--- src/rtl/ethernet_mii_frame_tx.sv ---
// Ethernet II MAC transmit stage: byte stream to MII nibbles with pad/IFG.
// Define ETH_MII_TX_FCS_EN to generate and append the CRC-32 FCS.
module ethernet_mii_frame_tx #(
  parameter int MIN_FRAME_BYTES = 60,
  parameter int IFG_BYTES = 12
) (
  input  logic        clk,
  input  logic        reset,
  input  logic        tx_clk,
  output logic        tx_en,
  output logic [3:0]  tx_d,
  input  logic [47:0] dest_mac,
  input  logic [47:0] src_mac,
  input  logic [15:0] ethertype,
  input  logic [7:0]  s_data,
  input  logic        s_valid,
  input  logic        s_last,
  output logic        s_ready,
  output logic        busy,
  output logic        underrun,
  output logic [15:0] frame_count
);

  typedef enum logic [2:0] {
    IDLE, PREAMBLE, SFD, HEADER, PAYLOAD, PAD, FCS, IFG
  } state_e;

  localparam int GW = $clog2(2 * IFG_BYTES + 1);
  localparam logic [GW-1:0] GAP_LAST = GW'(2 * IFG_BYTES - 1);
  localparam logic [10:0] MIN_CNT = 11'(MIN_FRAME_BYTES);

`ifdef ETH_MII_TX_FCS_EN
  localparam state_e TAIL = FCS;
`else
  localparam state_e TAIL = IFG;
`endif

  logic [2:0]    sync_q;
  logic          tick;
  state_e        state_q;
  state_e        eff;
  logic          phase_q;
  logic [3:0]    idx_q;
  logic [GW-1:0] gap_q;
  logic [7:0]    byte_q;
  logic          last_q;
  logic [111:0]  hdr_q;
  logic [10:0]   cnt_q;
  logic [10:0]   cnt_inc;
  logic          discard_q;
  logic          tx_en_q;
  logic [3:0]    tx_d_q;
  logic          underrun_q;
  logic          busy_q;
  logic [15:0]   fc_q;
  logic          start;
  logic          payload_due;
  logic          starve;
  logic          is_byte;
  logic [7:0]    cur_byte;
  logic [3:0]    nib;

`ifdef ETH_MII_TX_FCS_EN
  logic [31:0] crc_q;

  function automatic logic [31:0] crc_nib(
    input logic [31:0] c,
    input logic [3:0]  d
  );
    logic [31:0] r;
    r = c ^ {28'h0, d};
    for (int i = 0; i < 4; i++)
      r = r[0] ? ((r >> 1) ^ 32'hEDB88320) : (r >> 1);
    return r;
  endfunction
`endif

  always_ff @(posedge clk) begin
    if (reset) sync_q <= '0;
    else       sync_q <= {sync_q[1:0], tx_clk};
  end

  assign tick = sync_q[2] & ~sync_q[1];

  assign start       = (state_q == IDLE) && s_valid && !discard_q;
  assign payload_due = (state_q == PAYLOAD) && !phase_q;
  assign starve      = payload_due && !s_valid;
  assign cnt_inc     = (&cnt_q) ? cnt_q : cnt_q + 11'd1;

  assign s_ready = tick && !reset && s_valid &&
                   (payload_due || discard_q);

  // A missing payload byte is replaced on the spot by pad or the tail.
  always_comb begin
    eff = state_q;
    if (start)
      eff = PREAMBLE;
    else if (starve)
      eff = (cnt_q < MIN_CNT) ? PAD : TAIL;
  end

  always_comb begin
    is_byte = eff inside {PREAMBLE, SFD, HEADER, PAYLOAD, PAD};
    case (eff)
      PREAMBLE: cur_byte = 8'h55;
      SFD:      cur_byte = 8'hD5;
      HEADER:   cur_byte = hdr_q[111:104];
      PAYLOAD:  cur_byte = s_data;
      default:  cur_byte = 8'h00;
    endcase
    nib = phase_q ? byte_q[7:4] : cur_byte[3:0];
  end

  always_ff @(posedge clk) begin
    if (reset) begin
      state_q    <= IDLE;
      phase_q    <= 1'b0;
      idx_q      <= '0;
      gap_q      <= '0;
      byte_q     <= '0;
      last_q     <= 1'b0;
      hdr_q      <= '0;
      cnt_q      <= '0;
      discard_q  <= 1'b0;
      tx_en_q    <= 1'b0;
      tx_d_q     <= '0;
      underrun_q <= 1'b0;
      busy_q     <= 1'b0;
      fc_q       <= '0;
`ifdef ETH_MII_TX_FCS_EN
      crc_q      <= '1;
`endif
    end else begin
      underrun_q <= 1'b0;
      if (tick) begin
        state_q <= eff;
        tx_en_q <= 1'b0;
        tx_d_q  <= 4'h0;
        if (discard_q && s_valid && s_last)
          discard_q <= 1'b0;
        if (starve) begin
          underrun_q <= 1'b1;
          discard_q  <= 1'b1;
        end
        if (start) begin
          hdr_q  <= {dest_mac, src_mac, ethertype};
          cnt_q  <= '0;
          idx_q  <= '0;
          busy_q <= 1'b1;
`ifdef ETH_MII_TX_FCS_EN
          crc_q  <= '1;
`endif
        end
        if (is_byte) begin
          tx_en_q <= 1'b1;
          tx_d_q  <= nib;
          phase_q <= ~phase_q;
          if (!phase_q) begin
            byte_q <= cur_byte;
            if (eff == PAYLOAD) last_q <= s_last;
          end
`ifdef ETH_MII_TX_FCS_EN
          if (eff inside {HEADER, PAYLOAD, PAD})
            crc_q <= crc_nib(crc_q, nib);
`endif
        end
        if (phase_q) begin
          case (eff)
            PREAMBLE: begin
              idx_q <= idx_q + 4'd1;
              if (idx_q == 4'd6) begin
                state_q <= SFD;
                idx_q   <= '0;
              end
            end
            SFD: state_q <= HEADER;
            HEADER: begin
              hdr_q <= {hdr_q[103:0], 8'h00};
              cnt_q <= cnt_inc;
              idx_q <= idx_q + 4'd1;
              if (idx_q == 4'd13) begin
                state_q <= PAYLOAD;
                idx_q   <= '0;
              end
            end
            PAYLOAD: begin
              cnt_q <= cnt_inc;
              if (last_q)
                state_q <= (cnt_inc < MIN_CNT) ? PAD : TAIL;
            end
            PAD: begin
              cnt_q <= cnt_inc;
              if (cnt_inc >= MIN_CNT) state_q <= TAIL;
            end
            default: ;
          endcase
        end
`ifdef ETH_MII_TX_FCS_EN
        // FCS is the inverted CRC, shifted out low nibble first.
        if (eff == FCS) begin
          tx_en_q <= 1'b1;
          tx_d_q  <= ~crc_q[3:0];
          crc_q   <= {4'h0, crc_q[31:4]};
          idx_q   <= idx_q + 4'd1;
          if (idx_q == 4'd7) begin
            state_q <= IFG;
            idx_q   <= '0;
          end
        end
`endif
        if (eff == IFG) begin
          gap_q <= gap_q + GW'(1);
          if (gap_q == GAP_LAST) begin
            state_q <= IDLE;
            gap_q   <= '0;
            busy_q  <= 1'b0;
            fc_q    <= fc_q + 16'd1;
          end
        end
      end
    end
  end

  assign tx_en       = tx_en_q;
  assign tx_d        = tx_d_q;
  assign busy        = busy_q;
  assign underrun    = underrun_q;
  assign frame_count = fc_q;

endmodule

--- config.mk ---
export PLATFORM = sky130hd
export DESIGN_NAME = ethernet_mii_frame_tx
export DESIGN_NICKNAME = d
export VERILOG_FILES = /design/src/rtl/ethernet_mii_frame_tx.sv
export SDC_FILE = /design/constraint.sdc
export NUM_CORES = 1
export LEC_CHECK = 0
export ABC_AREA = 1
export CAP_MARGIN = 30
export CORE_AREA = 5 5 117 230
export DETAILED_ROUTE_END_ITERATION = 8
export DIE_AREA = 0 0 122 235
export PLACE_DENSITY = 0.63
export SYNTH_ARGS = -nofsm -noshare
export SYNTH_HDL_FRONTEND = slang
export SYNTH_SLANG_ARGS = --single-unit
--- constraint.sdc ---
create_clock -name clk -period 1.86 [get_ports clk]
set_input_delay 0.372 -clock clk [delete_from_list [all_inputs] [get_ports clk]]
set_output_delay 0.372 -clock clk [all_outputs]
set_load 0.02 [all_outputs]
==> flow_results.org <==
** Logic synthesis
- In the synthesized netlist, mux cells make up 0% of the area.
- In the synthesized netlist the async set-or-reset flop fraction comes to 0%.
- Synthesis inferred 168 register bits.
- After synthesis, the cell types taking the most area are sky130_fd_sc_hd__dfxtp_1 37%, sky130_fd_sc_hd__nand2_1 18%, sky130_fd_sc_hd__o211ai_1 9.7%.
- In this run, synthesis inferred 0 flip-flops with an integrated enable.
- Among all flip-flop cells after synthesis, the most frequent one is sky130_fd_sc_hd__dfxtp_1.
- Share of the synthesized area in the top cell type :: 37.1%
- Post-synthesis instance area :: 9070 um^2
- Area leader, netlist :: sky130_fd_sc_hd__dfxtp_1
- When the netlist entered floorplanning its net count stood at 1475.
- Ys Warns :: 0
- By count the netlist is led by 438 x sky130_fd_sc_hd__nand2_1, 168 x sky130_fd_sc_hd__dfxtp_1, 163 x sky130_fd_sc_hd__a21oi_1.
- After Yosys synthesis, XOR and XNOR cells account for 0.869% of the synthesized area.
- Dominant combinational cell family by area after synthesis :: simple AND/OR/NAND/NOR gates
- Of the synthesized area, sequential elements account for 37.1%.
- After Yosys synthesis, and, or, nand and nor cells account for 30.6% of the synthesized area.
- Synthesis handed over a netlist of 1344 instances.
- The netlist uses 43 different library cells.
- Avg Inst Size Synth :: 6.75 um^2
- Adder and majority gate portion of the synthesized area :: 0.828%
- Among all cell types in the netlist, the one instantiated most often is sky130_fd_sc_hd__nand2_1.
- Summing the areas of all compound-gate instances in the mapped netlist gives 22.6% of the synthesized area.

** Placement
- In this run the cell area measured after placement is 11400 um^2.
- At the end of routability-driven placement, the weighted congestion stood at 0.863.
- Estimated wirelength of the detail-placed design :: 19.5 mm
- Number of buffer cells added on primary ports :: 148
- Counting tap cells, the placed design contains a total of 1813 instances.

** GRT
- Leftover overflow at the end of global routing :: 0
- The number of antenna violations at the first check in global routing is 0.
- The number of global-route vias before repair is 9179.
- Entering global routing, the biggest net connects 139 pins.
- The first global-routing pass estimated 45.6 mm of wire.
- Overall fraction of global-route tracks in use :: 19.5%

** Floorplan
- Y dimension of the die :: 235 um
- Die Outline Area :: 28700 um^2
- The floorplan step defined a core boundary enclosing 24900 um^2.
- Overall die width :: 122 um
- In this run the count of I/O pins placed on the die edge is 149.
- Rows :: 82
- The initial utilization of the core area, before any placement, comes to 36.4%.

** Cells and area
- In the final layout, flip-flops and latches occupy 3370 um^2.
- In the final design database the tool counted 1639 nets.
- The finished cells cover 12400 um^2.
- After filler insertion, the fill cell instance count of the layout stands at 2447.
- Synth-to-layout area growth :: 37.1%
- Cells with a size suffix above 1 make up 13.8% of the layout.
- The number of antenna diodes in the final layout is 0.
- For this run, the share of the core covered by cells in the final layout is 49.9%.
- The finished layout holds 1855 standard cells, fillers aside.
- Area of combinational cells with multiple inputs :: 5230 um^2

** Min path
- Class of the most critical hold timing path :: flop to flop

** Drt
- Total iterations of the first detailed-routing run :: 5
- In the final routed layout, each cell accounts on average for 15.6 um.
- After the first detailed-routing iteration, the DRC count stood at 751.
- In this run the remaining antenna-violating nets after routing total 0.
- Per-cell via count in the routed design :: 5.23
- Remaining DRCs :: 0
- The routed design has 28.9 mm of wire.
- Via count :: 9699

** Clock network
- Clock Pin Slew Worst Setup and Hold Paths :: 60 ps
- Clock tree root buffer cell :: sky130_fd_sc_hd__clkbuf_16
- Num CTS Buffers :: 17
- Clock net sink count :: 168
- Worst skew pair latency :: 430 ps
- The clock tree synthesis step divided the H-tree into 4 levels.
- The clock passes through at most 2 buffers.
- TritonCTS built the clock tree.

** Power
- Of the total power, combinational logic draws 10.4%.
- Pint :: 6280 uW
- Relative contribution of sequential cells to total power :: 44.9%
- Net switching power :: 1910 uW
- Power density cells :: 659 nW/um^2
- In this run switching power makes up 23.3% of total power.
- The analysis attributes to cell leakage a power of 0.00485 uW.
- VDD sags by at most 0.654 mV.
- Clock network fraction of design power :: 44.7%

** STA
- The number of hold violations in the final report came to 0.
- Timing would allow up to 536 MHz.
- In this run the tightest slew margin relative to its limit is 47.2%.
- At the pin with the least slew margin, the transition time is 793 ps.
- Share of the clock period used by the worst path :: 100%
- Slack of the critical path :: -5.03 ps
- Final setup skew :: 11.9 ps
- Total setup violations reported at the end of the flow :: 1
- Pins over their slew limit :: 0
- Worst Hold Margin :: 409 ps
- Setup repair after global routing could not meet its margin everywhere.
- For the finished layout, the period the worst path requires is 1870 ps.

** Setup path
- Of all nets on the critical path, the largest fanout is 14.
- The largest single stage delay on the critical path is 330 ps.
- The worst setup path is launched from a flop.
- Critical Path AT :: 2150 ps
- The signal on the critical path passes through nor2_4, buf_6, nand3_4, nand3_4, buf_12, nand4_4, buf_12, clkbuf_16, o211ai_1, a21oi_1.
- STA puts the critical path data required time at 2140 ps.
- Critical-path top delay cell :: sky130_fd_sc_hd__dfxtp_2
- Critical path capture point type :: flop
- Counting both buffers and inverters, the worst setup path holds a total of 4.
- Critical path class :: flop to flop
- Critical path's top delay family :: buffers and inverters

** Status
- Status :: finished, violations left
- The checks that failed: negative setup slack.

** Run
- Max-cap violations :: 0
[stage by stage]
| stage | TNS (ps) | power, uW | worst slack [ps] |
|---|---|---|---|
| global placement | -62530 | 4590 | -463 |
| finish | -5.03 | 8190 | -5.03 |
| floorplan | 0 | 4140 | 69.8 |
| detailed placement | -67580 | 4600 | -537 |
| CTS | 0 | 8260 | 4.24 |
| global route | -7090 | 8500 | -151 |
[power groups by stage]
stage                     registers, uW  clock network, uW  logic [uW]
after floorplan                    3740                  0         397
after global placement             3750                  0         841
after detailed placement           3750                  0         844
after CTS                          3670               3750         845
after global routing               3680               3890         934
final                              3670               3660         855
[final timing paths]
path,startpoint,endpoint,slack (ps),depth (start not counted)
worst min register to register,sync_q[0]$_SDFF_PP0_,sync_q[1]$_SDFF_PP0_,410,2
worst max-delay path,state_q[0]$_SDFFE_PP0P_,hdr_q[86]$_SDFFE_PP0P_,-5,10
worst max register to register,state_q[0]$_SDFFE_PP0P_,hdr_q[86]$_SDFFE_PP0P_,-5,10
worst min-delay path,sync_q[0]$_SDFF_PP0_,sync_q[1]$_SDFF_PP0_,410,2
[what timing repair did]
item	CTS	global route
hold buffers	0	0
setup endpoints to repair	39	144
gates cloned	0	4
pin swaps	6	14
gates resized for setup	24	85
buffers inserted	1	8
[tightest hold or removal path: cells and delay by family (launching register included)]
family	cells	cell delay [ps]
buffers and inverters	1	40
flip-flops	1	300
AND/OR/NAND/NOR	1	30
[metal layers]
metal | track usage [%] | part of all wire, %
met1 | 21.9 | 40
met2 | 36.3 | 55
met3 | 3.13 | 3.4
met4 | 6.83 | 2.3
met5 | 0 | 0
[area by class of cell]
class,count,area share [%]
Timing Repair Buffer,245,20.2
Inverter,75,2.46
Sequential cell,168,27.1
Clock buffer,20,3.51
Clock inverter,10,1.24
Multi-Input combinational cell,1001,42.1
Tap cell,336,3.38
[logic make-up after synthesis]
| logic type | after synthesis |
|---|---|
| compound gates | 338 |
| xor+xnor | 9 |
| fa+ha+maj | 6 |
| buf+inv | 175 |
| flops | 168 |
| simple gates | 648 |
[state kept, by name, indices dropped and copies added (netlist names), 3 cells and up]
signal       count
frame_count     16
hdr_q          112
state_q          3
cnt_q           11
sync_q           3
tx_d             4
idx_q            4
gap_q            5
byte_q           4
[cell usage in the layout, fill, tap and decap left out, types with 16 or more instances in the layout]
cell,netlist,layout
sky130_fd_sc_hd__nand2_1,438,426
sky130_fd_sc_hd__dfxtp_1,168,161
sky130_fd_sc_hd__a21oi_1,163,158
sky130_fd_sc_hd__clkdlybuf4s50_1,0,135
sky130_fd_sc_hd__nand3_1,133,117
sky130_fd_sc_hd__o211ai_1,117,117
sky130_fd_sc_hd__buf_4,3,71
sky130_fd_sc_hd__inv_1,66,61
sky130_fd_sc_hd__nor2_1,41,33
sky130_fd_sc_hd__o21ai_0,36,26
sky130_fd_sc_hd__clkbuf_16,0,21
sky130_fd_sc_hd__nand3_2,1,16
(Power assumes the default switching activity.)
